**config.mk**
```make
export PLATFORM = sky130hd
export DESIGN_NAME = turn_signal_conditioner
export DESIGN_NICKNAME = d
export VERILOG_FILES = /design/src/rtl/turn_signal_conditioner.sv
export SDC_FILE = /design/constraint.sdc
export NUM_CORES = 1
export LEC_CHECK = 0
export CAP_MARGIN = 10
export CORE_MARGIN = 3
export CORE_UTILIZATION = 50
export DETAILED_ROUTE_END_ITERATION = 8
export PLACE_DENSITY = 0.69
export SYNTH_ARGS = -nofsm -noshare
export SYNTH_HDL_FRONTEND = slang
export SYNTH_SLANG_ARGS = --single-unit
```
**constraint.sdc**
```tcl
create_clock -name clk -period 4.6 [get_ports clk]
set_clock_uncertainty 0.05 [all_clocks]
set_input_delay 0.69 -clock clk [delete_from_list [all_inputs] [get_ports clk]]
set_output_delay 0.69 -clock clk [all_outputs]
set_load 0.05 [all_outputs]
```
**src/rtl/turn_signal_conditioner.sv**
```systemverilog
`default_nettype none
// ============================================================================
// Module   : turn_signal_conditioner
// Brief    : Synchronizes and debounces the left/right turn switches, pairs
//            near-simultaneous presses into a hazard request, and publishes
//            L/R levels to the tail-light sequencer on a periodic step tick.
// Revision : 1.0  initial release
// ============================================================================
module turn_signal_conditioner #(
  parameter int DEBOUNCE_CYCLES = 16,
  parameter int TICK_DIV        = 8,
  parameter int PAIR_WINDOW     = 6
) (
  input  logic clk,
  input  logic reset,
  input  logic raw_l,
  input  logic raw_r,
  output logic tick,
  output logic stable_l,
  output logic stable_r,
  output logic l_out,
  output logic r_out
);

  localparam int c_db_w   = (DEBOUNCE_CYCLES > 2) ? $clog2(DEBOUNCE_CYCLES) : 1;
  localparam int c_tick_w = (TICK_DIV > 2) ? $clog2(TICK_DIV) : 1;
  localparam int c_win_w  = (PAIR_WINDOW > 2) ? $clog2(PAIR_WINDOW) : 1;

  localparam logic [c_db_w-1:0]   c_db_last   = c_db_w'(DEBOUNCE_CYCLES - 1);
  localparam logic [c_tick_w-1:0] c_tick_last = c_tick_w'(TICK_DIV - 1);
  localparam logic [c_win_w-1:0]  c_win_last  = c_win_w'(PAIR_WINDOW - 1);

  typedef enum logic [1:0] {
    ST_IDLE      = 2'd0,
    ST_PAIR_WAIT = 2'd1,
    ST_ARMED     = 2'd2
  } state_t;

  // Bit 0 is the left channel, bit 1 the right channel.
  logic [1:0] w_raw;
  logic [1:0] w_stable;
  logic [1:0] w_flip;
  logic [1:0] w_rise;
  logic [1:0] w_stable_nxt;

  assign w_raw = {raw_r, raw_l};

  generate
    for (genvar i = 0; i < 2; i++) begin : g_chan
      logic              r_sync1;
      logic              r_sync2;
      logic              r_stable;
      logic [c_db_w-1:0] r_cnt;
      logic              w_mismatch;

      assign w_mismatch      = r_sync2 ^ r_stable;
      assign w_flip[i]       = w_mismatch && (r_cnt == c_db_last);
      assign w_stable[i]     = r_stable;
      assign w_stable_nxt[i] = r_stable ^ w_flip[i];
      assign w_rise[i]       = w_flip[i] & ~r_stable;

      always_ff @(posedge clk or posedge reset) begin
        if (reset) begin
          r_sync1  <= 1'b0;
          r_sync2  <= 1'b0;
          r_stable <= 1'b0;
          r_cnt    <= '0;
        end else begin
          r_sync1 <= w_raw[i];
          r_sync2 <= r_sync1;
          // Any cycle of agreement restarts the qualification run.
          if (!w_mismatch || w_flip[i]) begin
            r_cnt <= '0;
          end else begin
            r_cnt <= r_cnt + 1'b1;
          end
          if (w_flip[i]) begin
            r_stable <= ~r_stable;
          end
        end
      end
    end
  endgenerate

  logic [c_tick_w-1:0] r_tick_cnt;

  always_ff @(posedge clk or posedge reset) begin
    if (reset) begin
      r_tick_cnt <= '0;
    end else if (r_tick_cnt == c_tick_last) begin
      r_tick_cnt <= '0;
    end else begin
      r_tick_cnt <= r_tick_cnt + 1'b1;
    end
  end

  assign tick = (r_tick_cnt == c_tick_last);

  state_t             r_state;
  logic [1:0]         r_pend;
  logic [c_win_w-1:0] r_win;
  logic               r_l_out;
  logic               r_r_out;

  // Tick actions are keyed off the pre-edge state; pend is only ever cleared
  // by publication so a press shorter than a tick period is still seen once.
  always_ff @(posedge clk or posedge reset) begin
    if (reset) begin
      r_state <= ST_IDLE;
      r_pend  <= 2'b00;
      r_win   <= '0;
      r_l_out <= 1'b0;
      r_r_out <= 1'b0;
    end else begin
      case (r_state)
        ST_IDLE: begin
          if (|w_rise) begin
            r_pend <= w_rise | w_stable_nxt;
            if (&(w_rise | w_stable_nxt)) begin
              r_state <= ST_ARMED;
            end else begin
              r_state <= ST_PAIR_WAIT;
              r_win   <= '0;
            end
          end else if (tick) begin
            r_l_out <= w_stable[0];
            r_r_out <= w_stable[1];
          end
        end
        ST_PAIR_WAIT: begin
          r_win <= r_win + 1'b1;
          if (tick) begin
            r_l_out <= 1'b0;
            r_r_out <= 1'b0;
          end
          if (|(w_rise & ~r_pend)) begin
            r_pend  <= r_pend | w_rise;
            r_state <= ST_ARMED;
          end else if (r_win == c_win_last) begin
            r_state <= ST_ARMED;
          end
        end
        ST_ARMED: begin
          if (tick) begin
            r_l_out <= r_pend[0];
            r_r_out <= r_pend[1];
            r_pend  <= 2'b00;
            r_state <= ST_IDLE;
          end else begin
            r_pend <= r_pend | w_rise;
          end
        end
        default: begin
          r_state <= ST_IDLE;
        end
      endcase
    end
  end

  assign stable_l = w_stable[0];
  assign stable_r = w_stable[1];
  assign l_out    = r_l_out;
  assign r_out    = r_r_out;

endmodule
`default_nettype wire

```
==> run metrics, run 1 <==
clk root buf clkbuf_4; postcts setup bufs 0; Final Non-Filler Cells 180; hold endpoint g_chan[1].r_sync2; max-cap violation count 0; Synth Warn # 0; R2R cell count 9; Clock Power Share 13.5%; power share of the combinational group 45.5%; Internal Power 417 uW; Place WS 2.32 ns; P_leak 0.000730 uW; largest net degree at the start of global routing 27; Initial Util 52.8%; DR WL/cell 14.0 um; total I/O pin count 9; share of the synthesized area in the top cell type 44.3%; Post-route DRC 0; reg2reg setup slack 2.45 ns; Setup Viol. Count Final 0; Final period util 57.2%; DP Area 1560 um^2; CP Launch Type register; CTS H-tree depth 1; syn nets 156; total wire length 2520 um; Finished Cell Area 1580 um^2; CTS tree yes; hold path start g_chan[1].r_sync1; Buffers on Ports 8; 1st-iter DRT viols 62; CP required 3.86 ns; CP arrival 1.89 ns; Worst VDD drop 0.000459 V; cells taking the most area after synthesis dfrtp_1, ha_1, nor2_1; Min-Delay Path Depth 0; top_reg_cell synth dfrtp_1; RR Endpoint r_pend[1]; gp weighted congestion 0.888; Syn-to-layout area delta 7.84%; first-pass GRT wire length 4490 um; fillers 241; Final #Nets 166; fin util 56.9%; Least-Margin Pin Slew 0.949 ns; EDFF count, synth 0; share of layout cells above drive strength 1 10.7%; Fin. Hold Viols 0; clock sinks 26; DP Wirelength 1950 um; Async SR Flop Fraction 100%; Yosys cell types 41; Die Y 60.2 um; CORE AREA 2780 um^2; most common cell after layout, fill and taps aside dfrtp_1; Cells after Synth 141; die width 60.2 um; critical path class register to primary output; vias per cell 5.66; CP startpoint r_tick_cnt[0]; commonest non-fill, non-tap cells in the layout dfrtp_1, nor2_1, nand2_1, ha_1, inv_1; Clock Latency Late Sink 0.31 ns; placed cell count 177; Seq cells post-synth 26; initial antenna violation count 0; First-pass DRT Iterations 4; Bufs on Longest Clock Path 2; pwr dens 435 nW/um^2; total CTS buffers 3; GRT Total Usage 16.6%; sw frac 39.4%; Std-Cell Rows 19; vias in the first global route 1040; type of the tightest min-delay check register to register; hold buffer count at CTS 0; Switch Pwr 271 uW; RSZ-0062 raised after global routing false; Worst-path clk slew 0.13 ns; Synth Cell Area 1470 um^2; sequential share of power 41.0%; post-synthesis area per instance 10.4 um^2; post-CTS sizing 0; cell taking the most area after synthesis dfrtp_1; endpoint class of the critical path primary output; f_max 380 MHz; Die Area 3620 um^2; fin crit period 2.63 ns; FF-to-FF Start g_chan[0].r_cnt[0]; run status finished clean; Slew Limit Fails 0; min setup slack post-route 1.97 ns; Slew headroom 36.7%; total grt overflow 0; critical-path maximum fanout 5; diode count 0; register area share after synthesis 44.3%; Setup TNS 0 ns; total number of vias 1018; Detail Route Antenna Nets 0
-- power groups by stage --
stage	clock, uW	sequential [uW]	combinational [uW]
after floorplan	0	286	260
after global placement	0	285	301
after detailed placement	0	288	311
after CTS	97.2	283	313
after global routing	105	288	347
final	92.9	283	313
-- Yosys cell counts, types with 2 or more instances --
master,n
nand2_1,11
buf_6,2
xor2_1,2
ha_1,11
nor2b_1,4
mux2_4,2
xnor2_1,4
a21oi_1,3
o21ai_0,3
nor2_1,18
inv_1,9
nand2_4,2
nand4b_1,2
o211ai_1,2
mux2i_1,4
nand2b_1,4
o21ai_1,2
nand3_1,8
dfrtp_1,26
-- stage by stage --
step | total power (uW) | hold slack [ns]
finish | 689 | 0.315
global route | 741 | 0.328
CTS | 693 | 0.316
detailed placement | 599 | 0.286
global placement | 586 | 0.283
floorplan | 546 | 0.281
-- metal layers --
metal	track usage, %	vias up	share of wire, %
li1	-	499	-
met1	21.9	483	47
met2	26.7	31	47
met3	2.59	5	4.8
met4	7.59	0	1.4
met5	0	-	0
-- flip-flops by register name (all words and copies together), names as in the netlist --
name,flops
g_chan.r_cnt,8
g_chan.r_sync1,2
g_chan.r_sync2,2
l_out,1
r_out,1
r_pend,2
r_state,2
r_tick_cnt,3
r_win,3
stable_l,1
stable_r,1
-- critical path, stage by stage (launching register included) --
cell	delay (ns)
dfrtp_1	0.38
ha_1	0.15
ha_1	0.22
clkdlybuf4s50_1	0.83
-- area by class of cell --
type | instances | area [um^2] | area share (%)
clock buffer | 3 | 22.5 | 1.42
inverter | 10 | 42.5 | 2.69
multi-input combinational | 102 | 748 | 47.3
sequential | 26 | 651 | 41.1
tap | 31 | 38.8 | 2.45
timing repair buffer | 8 | 80.1 | 5.06
-- cells by family after synthesis --
group | after synthesis | synth area share, %
AOI/OAI and AO/OA | 20 | 10.8
xor gates and xnor gates | 6 | 3.58
adders and majority gates | 11 | 9.38
buffers and inverters | 13 | 4.69
DFF | 26 | 44.3
muxes | 7 | 5.54
and+or+nand+nor | 58 | 21.7
-- worst max path at each step --
stage	slack, ns	depth (start not counted)	to
2_1_floorplan	2.55	7	l_out
3_3_place_gp	2.34	3	tick
3_5_place_dp	2.32	3	tick
4_1_cts	1.95	3	tick
5_1_grt	1.86	3	tick
6_report	1.97	3	tick
Note: power is estimated with default switching activity, not from simulation.
==> run 2, diff against run 1 <==
==> constraint.sdc (replaced) <==
create_clock -name clk -period 2.51 [get_ports clk]
set_clock_uncertainty 0.05 [all_clocks]
set_input_delay 0.3765 -clock clk [delete_from_list [all_inputs] [get_ports clk]]
set_output_delay 0.3765 -clock clk [all_outputs]
set_load 0.05 [all_outputs]
==> run metrics, run 2 (same netlist as run 1, synthesis figures left out) <==
run status finished clean; Std-Cell Rows 19; top flop regs g_chan.r_cnt: 8 flops, r_tick_cnt: 3 flops, r_win: 3 flops; total CTS buffers 3; CP required 2.08 ns; type of the tightest min-delay check register to register; Slew Limit Fails 0; total power 1300 uW; delay-heaviest family, CP buffers and inverters; P_leak 0.000742 uW; crit-path cells ha_1, ha_1, clkdlybuf4s50_1; met3 Use GR 1.94%; pwr dens 809 nW/um^2; hold buffer count at CTS 0; Final Non-Filler Cells 182; max-cap violation count 0; commonest non-fill, non-tap cells in the layout dfrtp_1, nor2_1, nand2_1, ha_1, inv_1; Final period util 94.9%; Clock Latency Late Sink 0.32 ns; met2 GRT Util 25.6%; Buffers on Ports 8; fin crit period 2.38 ns; total grt overflow 0; CP arrival 1.96 ns; f_max 420 MHz; first-pass GRT wire length 4460 um; Initial Util 52.8%; Syn-to-layout area delta 9.29%; postcts setup bufs 0; Worst VDD drop 0.000671 V; First-pass DRT Iterations 4; vias per cell 5.62; Post-route DRC 0; max FFs per register 8; Slew headroom 64.1%; total number of vias 1022; reg2reg setup slack 0.44 ns; Least-Margin Pin Slew 0.538 ns; power share of the combinational group 43.7%; total wire length 2550 um; GRT Total Usage 16.1%; CP Launch Type register; layer with the highest usage met2; placed cell count 178; 1st-iter DRT viols 36; sw frac 38.4%; Clock Power Share 16.2%; Place WS 0.461 ns; Bufs on Longest Clock Path 2; diode count 0; die width 60.2 um; Final #Nets 167; Internal Power 800 uW; endpoint class of the critical path primary output; DP Wirelength 1980 um; met1 usage 23.2%; total I/O pin count 9; RSZ-0062 raised after global routing false; vias in the first global route 999; Setup TNS 0 ns; Setup Viol. Count Final 0; share of layout cells above drive strength 1 11.9%; gp weighted congestion 0.912; clock sinks 26; Slowest-stage cell, CP clkdlybuf4s50_1; Switch Pwr 499 uW; Die Y 60.2 um; Worst-path clk slew 0.14 ns; CTS H-tree depth 1; post-CTS sizing 0; critical path class register to primary output; clk root buf clkbuf_4; fin util 57.7%; sequential share of power 40.1%; most common cell after layout, fill and taps aside dfrtp_1; cell mode on critical path ha_1; WP buf/inv 1; DR WL/cell 14.0 um; Fin. Hold Viols 0; min setup slack post-route 0.128 ns; Biggest register g_chan.r_cnt; initial antenna violation count 0; largest net degree at the start of global routing 15; critical-path maximum fanout 5; worst stage delay on the critical path 0.84 ns; fillers 239; CTS tree yes; CORE AREA 2780 um^2; Detail Route Antenna Nets 0; Die Area 3620 um^2
-- run 2: layer usage --
layer / vias up / share of wire (%)
li1: 506 / -
met1: 489 / 49
met2: 23 / 46
met3: 4 / 3.8
met4: 0 / 0.94
met5: - / 0
-- run 2: worst reg2reg max path: cells and delay by family (launching register included) --
kind / cells / cell delay (ns)
simple gates: 4 / 0.59
fa+ha+maj: 2 / 0.52
flops: 1 / 0.40
compound gates: 3 / 0.45
-- run 2: final timing paths --
check / start / to / cells past startpoint
setup / recovery: r_tick_cnt[0] / tick / 3
min in group asynchronous: reset / r_tick_cnt[0] / 2
max in group asynchronous: reset / r_win[2] / 3
setup reg to reg: g_chan[0].r_cnt[0] / r_pend[1] / 9
hold / removal: g_chan[1].r_sync1 / g_chan[1].r_sync2 / 0
hold reg to reg: g_chan[1].r_sync1 / g_chan[1].r_sync2 / 0
-- run 2: final cells by class --
| class | instances | area [um^2] | area share (%) |
|---|---|---|---|
| clock buffers | 4 | 36.3 | 2.26 |
| inverters | 10 | 42.5 | 2.65 |
| multi-input cells | 102 | 748 | 46.6 |
| flip-flops and latches | 26 | 651 | 40.6 |
| well taps | 31 | 38.8 | 2.42 |
| repair buffers | 9 | 87.6 | 5.46 |
-- run 2: power groups by stage --
stage / clock network, uW / logic (uW) / registers (uW)
floorplan: 0 / 477 / 524
global placement: 0 / 549 / 524
finish: 210 / 568 / 521
CTS: 214 / 565 / 521
global route: 228 / 634 / 531
detailed placement: 0 / 564 / 528
-- run 2: stage by stage --
step / hold slack [ns] / area, um^2
2_1_floorplan: 0.281 / 1470
3_3_place_gp: 0.283 / 1570
3_5_place_dp: 0.290 / 1570
4_1_cts: 0.322 / 1600
5_1_grt: 0.325 / 1600
6_report: 0.322 / 1600
